===== config.mk =====
export PLATFORM = sky130hd
export DESIGN_NAME = ahb3lite_cmd_master
export DESIGN_NICKNAME = d
export VERILOG_FILES = /design/src/rtl/ahb3lite_cmd_master.sv
export SDC_FILE = /design/constraint.sdc
export NUM_CORES = 1
export LEC_CHECK = 0
export BUFFER_PORTS_ARGS = -buffer_cell sky130_fd_sc_hd__buf_2
export CAP_MARGIN = 20
export CORE_ASPECT_RATIO = 0.5
export CORE_MARGIN = 4
export CORE_UTILIZATION = 30
export CTS_CLUSTER_DIAMETER = 50
export DETAILED_ROUTE_END_ITERATION = 10
export GPL_TIMING_DRIVEN = 1
export PLACE_DENSITY = 0.63
export SLEW_MARGIN = 40
export SYNTH_ARGS = -nofsm -noshare
export SYNTH_HDL_FRONTEND = slang
export SYNTH_SLANG_ARGS = --single-unit

===== constraint.sdc =====
create_clock -name CLK -period 10.4 [get_ports CLK]
set_clock_uncertainty 0.2 [all_clocks]
set_input_delay 1.56 -clock CLK [delete_from_list [all_inputs] [get_ports CLK]]
set_output_delay 1.56 -clock CLK [all_outputs]
set_load 0.05 [all_outputs]

===== src/rtl/ahb3lite_cmd_master.sv =====
// ahb3lite_cmd_master
//   Single-outstanding AHB3-lite master. Takes one command at a time from a
//   valid/ready channel, issues it as a NONSEQ SINGLE transfer, and returns
//   read data / error status on a valid/ready response channel. Address and
//   data phases never overlap, so at most one transfer every 4 cycles.
//
// Ports
//   CLK, RESET          clock, asynchronous active-high reset
//   cmd_valid/ready     command handshake (ready only while idle)
//   cmd_write/size/addr/wdata   command fields (size in HSIZE encoding)
//   rsp_valid/ready     response handshake
//   rsp_rdata/rsp_err   read data (0 for writes/errors), error flag
//   busy                high while a command is in flight
//   H*                  AHB3-lite master port (HSEL/HBURST/HPROT/HMASTLOCK constant)
module ahb3lite_cmd_master #(
  parameter int         HADDR_SIZE = 32,
  parameter int         HDATA_SIZE = 32,
  parameter logic [3:0] HPROT_VAL  = 4'b0011
) (
  input  logic                  CLK,
  input  logic                  RESET,
  input  logic                  cmd_valid,
  output logic                  cmd_ready,
  input  logic                  cmd_write,
  input  logic [2:0]            cmd_size,
  input  logic [HADDR_SIZE-1:0] cmd_addr,
  input  logic [HDATA_SIZE-1:0] cmd_wdata,
  output logic                  rsp_valid,
  input  logic                  rsp_ready,
  output logic [HDATA_SIZE-1:0] rsp_rdata,
  output logic                  rsp_err,
  output logic                  busy,
  output logic                  HSEL,
  output logic [HADDR_SIZE-1:0] HADDR,
  output logic [HDATA_SIZE-1:0] HWDATA,
  output logic [1:0]            HTRANS,
  output logic [2:0]            HSIZE,
  output logic [2:0]            HBURST,
  output logic [3:0]            HPROT,
  output logic                  HWRITE,
  output logic                  HMASTLOCK,
  input  logic [HDATA_SIZE-1:0] HRDATA,
  input  logic                  HRESP,
  input  logic                  HREADY
);

  localparam logic [1:0] TR_IDLE   = 2'b00;
  localparam logic [1:0] TR_NONSEQ = 2'b10;

  typedef enum logic [1:0] {ST_IDLE, ST_ADDR, ST_DATA, ST_RESP} state_t;

  state_t                state, state_nxt;
  logic [HDATA_SIZE-1:0] wdata_q;
  logic                  accept, reject;

  assign HSEL      = 1'b1;
  assign HBURST    = 3'b000;
  assign HPROT     = HPROT_VAL;
  assign HMASTLOCK = 1'b0;

  // cmd_ready is high exactly while in IDLE, so it doubles as the state qualifier.
  assign accept = cmd_valid & cmd_ready;

  // Sizes above a word, or addresses not aligned to the transfer size, are
  // answered locally with an error and never reach the bus.
  assign reject = (cmd_size > 3'd2) ||
                  ((cmd_size == 3'd1) && cmd_addr[0]) ||
                  ((cmd_size == 3'd2) && (cmd_addr[1:0] != 2'b00));

  always_ff @(posedge CLK or posedge RESET) begin
    if (RESET) state <= ST_IDLE;
    else       state <= state_nxt;
  end

  always_comb begin
    state_nxt = state;
    case (state)
      ST_IDLE: if (accept)    state_nxt = reject ? ST_RESP : ST_ADDR;
      ST_ADDR: if (HREADY)    state_nxt = ST_DATA;
      ST_DATA: if (HREADY)    state_nxt = ST_RESP;
      ST_RESP: if (rsp_ready) state_nxt = ST_IDLE;
      default:                state_nxt = ST_IDLE;
    endcase
  end

  // Registered outputs. HTRANS drops to IDLE as soon as the address phase
  // completes, so the second ERROR cycle never sees a pending NONSEQ.
  always_ff @(posedge CLK or posedge RESET) begin
    if (RESET) begin
      cmd_ready <= 1'b0;
      busy      <= 1'b0;
      rsp_valid <= 1'b0;
      rsp_err   <= 1'b0;
      rsp_rdata <= '0;
      HTRANS    <= TR_IDLE;
      HADDR     <= '0;
      HWDATA    <= '0;
      HSIZE     <= 3'd0;
      HWRITE    <= 1'b0;
      wdata_q   <= '0;
    end else begin
      cmd_ready <= (state_nxt == ST_IDLE);
      busy      <= (state_nxt != ST_IDLE);
      case (state)
        ST_IDLE: begin
          if (accept) begin
            wdata_q <= cmd_wdata;
            if (reject) begin
              rsp_valid <= 1'b1;
              rsp_err   <= 1'b1;
              rsp_rdata <= '0;
            end else begin
              HTRANS <= TR_NONSEQ;
              HADDR  <= cmd_addr;
              HSIZE  <= cmd_size;
              HWRITE <= cmd_write;
            end
          end
        end
        ST_ADDR: begin
          if (HREADY) begin
            HTRANS <= TR_IDLE;
            if (HWRITE) HWDATA <= wdata_q;
          end
        end
        ST_DATA: begin
          // HRDATA is only captured on the completing edge; wait-state
          // garbage never reaches rsp_rdata.
          if (HREADY) begin
            rsp_valid <= 1'b1;
            rsp_err   <= HRESP;
            rsp_rdata <= (HRESP || HWRITE) ? '0 : HRDATA;
          end
        end
        ST_RESP: begin
          if (rsp_ready) rsp_valid <= 1'b0;
        end
        default: ;
      endcase
    end
  end

endmodule


==> results by group <==
Route
  – Initial DRC count: 192
  – DRT Pass-1 Iters: 5
  – Total number of vias: 4,272
  – Post-route ant nets: 0
  – DR WL met2: 8320 um
  – Wirelength per Cell: roughly 16 um
  – Post-DR vias/cell: between 4 and 5
  – Wire length on met1: 6000 um
  – WL final: 15,100 um
  – DR WL met3: between 500 and 600 um
  – Top sig layer: met4
  – DR DRC count: 0

Pwr
  – Power Total: 2.65 mW
  – Peak supply drop: about 150 uV
  – Pwr per Cell Area: approximately 340 mW/mm^2
  – Lkg Pwr: 4.03 nW

Yosys
  – Synth warn: 0
  – Mean post-synth cell area: roughly 13 um^2
  – Ys flop type: dfrtp_1
  – Yosys reg bits: 139
  – Post-synthesis sequential area ratio: 59.2%
  – EDFF count, synth: 0
  – Cell Area, Synth: 0.00587 mm^2
  – Post-synthesis cell type count: 30
  – Asr flop ratio synth: 100%
  – Synth Instances: 444

GRT
  – Gr ovfl total: 0
  – Vias in the first global route: 4,381
  – Largest net degree at the start of global routing: 73
  – Total GRT Usage: 13.6%
  – Global-route wire length before repair: around 24,000 um
  – Antenna violations before repair: 0

Final layout
  – Fillers: approximately 1,800
  – Post-layout util: 41.2%
  – Layout cells sized above 1: 49.9%
  – Fin cells: 922
  – Finished Cell Area: just under 0.008 mm^2
  – Antenna cells: 0
  – # nets final: 756
  – Syn-to-layout area delta: 31.8%

Die
  – Die Wd: ~210 um
  – Die area: roughly 0.022 mm^2
  – Core ar.: 0.0188 mm^2
  – # IOs: 221
  – Starting density of the core: 31.2%
  – Chip height: between 100 and 150 um
  – Cell row count: 35

Clock tree
  – CTS tree: built
  – Post-cts resize count: 0
  – Clock sink count: ~140
  – Hold_buf cts: 0
  – H-tree Lvls: 4
  – Clk pin slew, worst setup/hold paths: 60 ps
  – Clock buffer depth: 2
  – Clk Latency, worst-skew pair: between 400 and 500 ps
  – Post-CTS setup repair buffer count: 0
  – Clock root buffer master: clkbuf_16
  – Num CTS Buffers: 17

Setup path
  – WP data required: roughly 10,000 ps
  – Worst setup SP type: primary input
  – CP Class: primary input to flip-flop
  – CP arrival: roughly 3100 ps
  – R2r setup slk: 7940 ps
  – CP max FO: 33
  – R2R depth: 4
  – Capturing element type of the critical path: flip-flop

Worst hold path
  – Hold Path Class: flip-flop to flip-flop
  – Hold depth: 1

Placed design
  – Port bufs: 210
  – HPWL after DPL: 10,600 um
  – Cells after DPL: 890
  – Placed inst area: 0.00716 mm^2
  – Final Wtd Congestion: 0.751
  – Place WS: 6880 ps

STA
  – Worst hold slack: 286 ps
  – Setup Viol. Count Final: 0
  – Final Slew Violations: 0
  – Slew headroom: 52.7%
  – Final Hold Fails: 0
  – RSZ-0062 raised after global routing: false
  – Setup_tns: 0 ps
  – Tmin final: 3050 ps
  – Fin worst setup slack: about 7400 ps
  – Fmax: between 300 and 400 MHz
  – Least-Margin Pin Slew: 707 ps
  – Crit share post-route: 29.3%

Run
  – # Max-Cap Violations: 0

Status
  – Status: complete, no violations
final cells by class:
cell class,count,area [um^2],share of cell area [%]
repair buffers,219,1140,14.7
clock inverters,15,155,2.01
clock buffers,17,425,5.50
flip-flops and latches,139,3480,45.0
inverters,69,264,3.41
well taps,259,324,4.19
multi-input cells,204,1950,25.2
state kept, by name (all words and copies together) (netlist names), 2 cells and up:
| register | flops |
|---|---|
| HADDR | 32 |
| HWDATA | 32 |
| rsp_rdata | 32 |
| wdata_q | 32 |
| HSIZE | 3 |
| state | 2 |
report_power, final:
part	internal, mW	leakage, nW	switching, mW
sequential	0.768	1.76	0.137
combinational	0.326	1.98	0.823
clock	0.339	0.285	0.258
kinds of logic after synthesis:
kind of cell	after synthesis	synth area share, %
AOI/OAI and AO/OA	79	11.6
DFF	139	59.2
and+or+nand+nor	16	1.90
other	2	0.128
muxes	99	19.0
buffers and inverters	109	8.10
critical path: stages:
cell and delay [ps]:
buf_2 90, and4bb_4 620, o211ai_4 270, buf_8 240, mux2_1 330
layer usage:
metal	up-vias	GRT usage [%]
met5	-	0
met4	0	3.94
met3	16	3.17
met2	105	25.3
met1	2167	15.7
li1	1984	-
cell usage in the layout (no fill, tap or decap), types with 2 or more instances in the layout:
master,n
clkinv_4,4
nand2_1,3
conb_1,10
nand2b_1,3
inv_1,67
buf_2,210
inv_6,6
a21oi_1,4
clkbuf_16,17
buf_4,6
o2111ai_1,32
mux2_1,28
inv_8,3
mux2_2,71
o221ai_1,32
buf_8,2
a21oi_2,2
nor2_1,2
dfrtp_1,139
and2_1,2
path summary, 6_finish.rpt:
check	startpoint	to
min in group asynchronous	RESET	HADDR[9]
worst max-delay path	cmd_valid	HADDR[13]
max in group asynchronous	RESET	rsp_rdata[4]
worst max register to register	state[1]	HADDR[13]
worst min-delay path	HADDR[9]	HADDR[9]
worst min register to register	HADDR[9]	HADDR[9]
Yosys cell counts, types with 3 or more instances:
cell         n  share of area, %
dfrtp_1    139                59
mux2_2      71                14
inv_1       68               4.3
o2111ai_1   32               4.8
o221ai_1    32               4.8
mux2_1      28               5.4
clkbuf_1    15              0.96
buf_4       14               1.8
buf_2       11              0.94
a21oi_1      4              0.34
nand2_1      4              0.26
nand2b_1     3              0.32
Power figures use the tool's default switching activity.
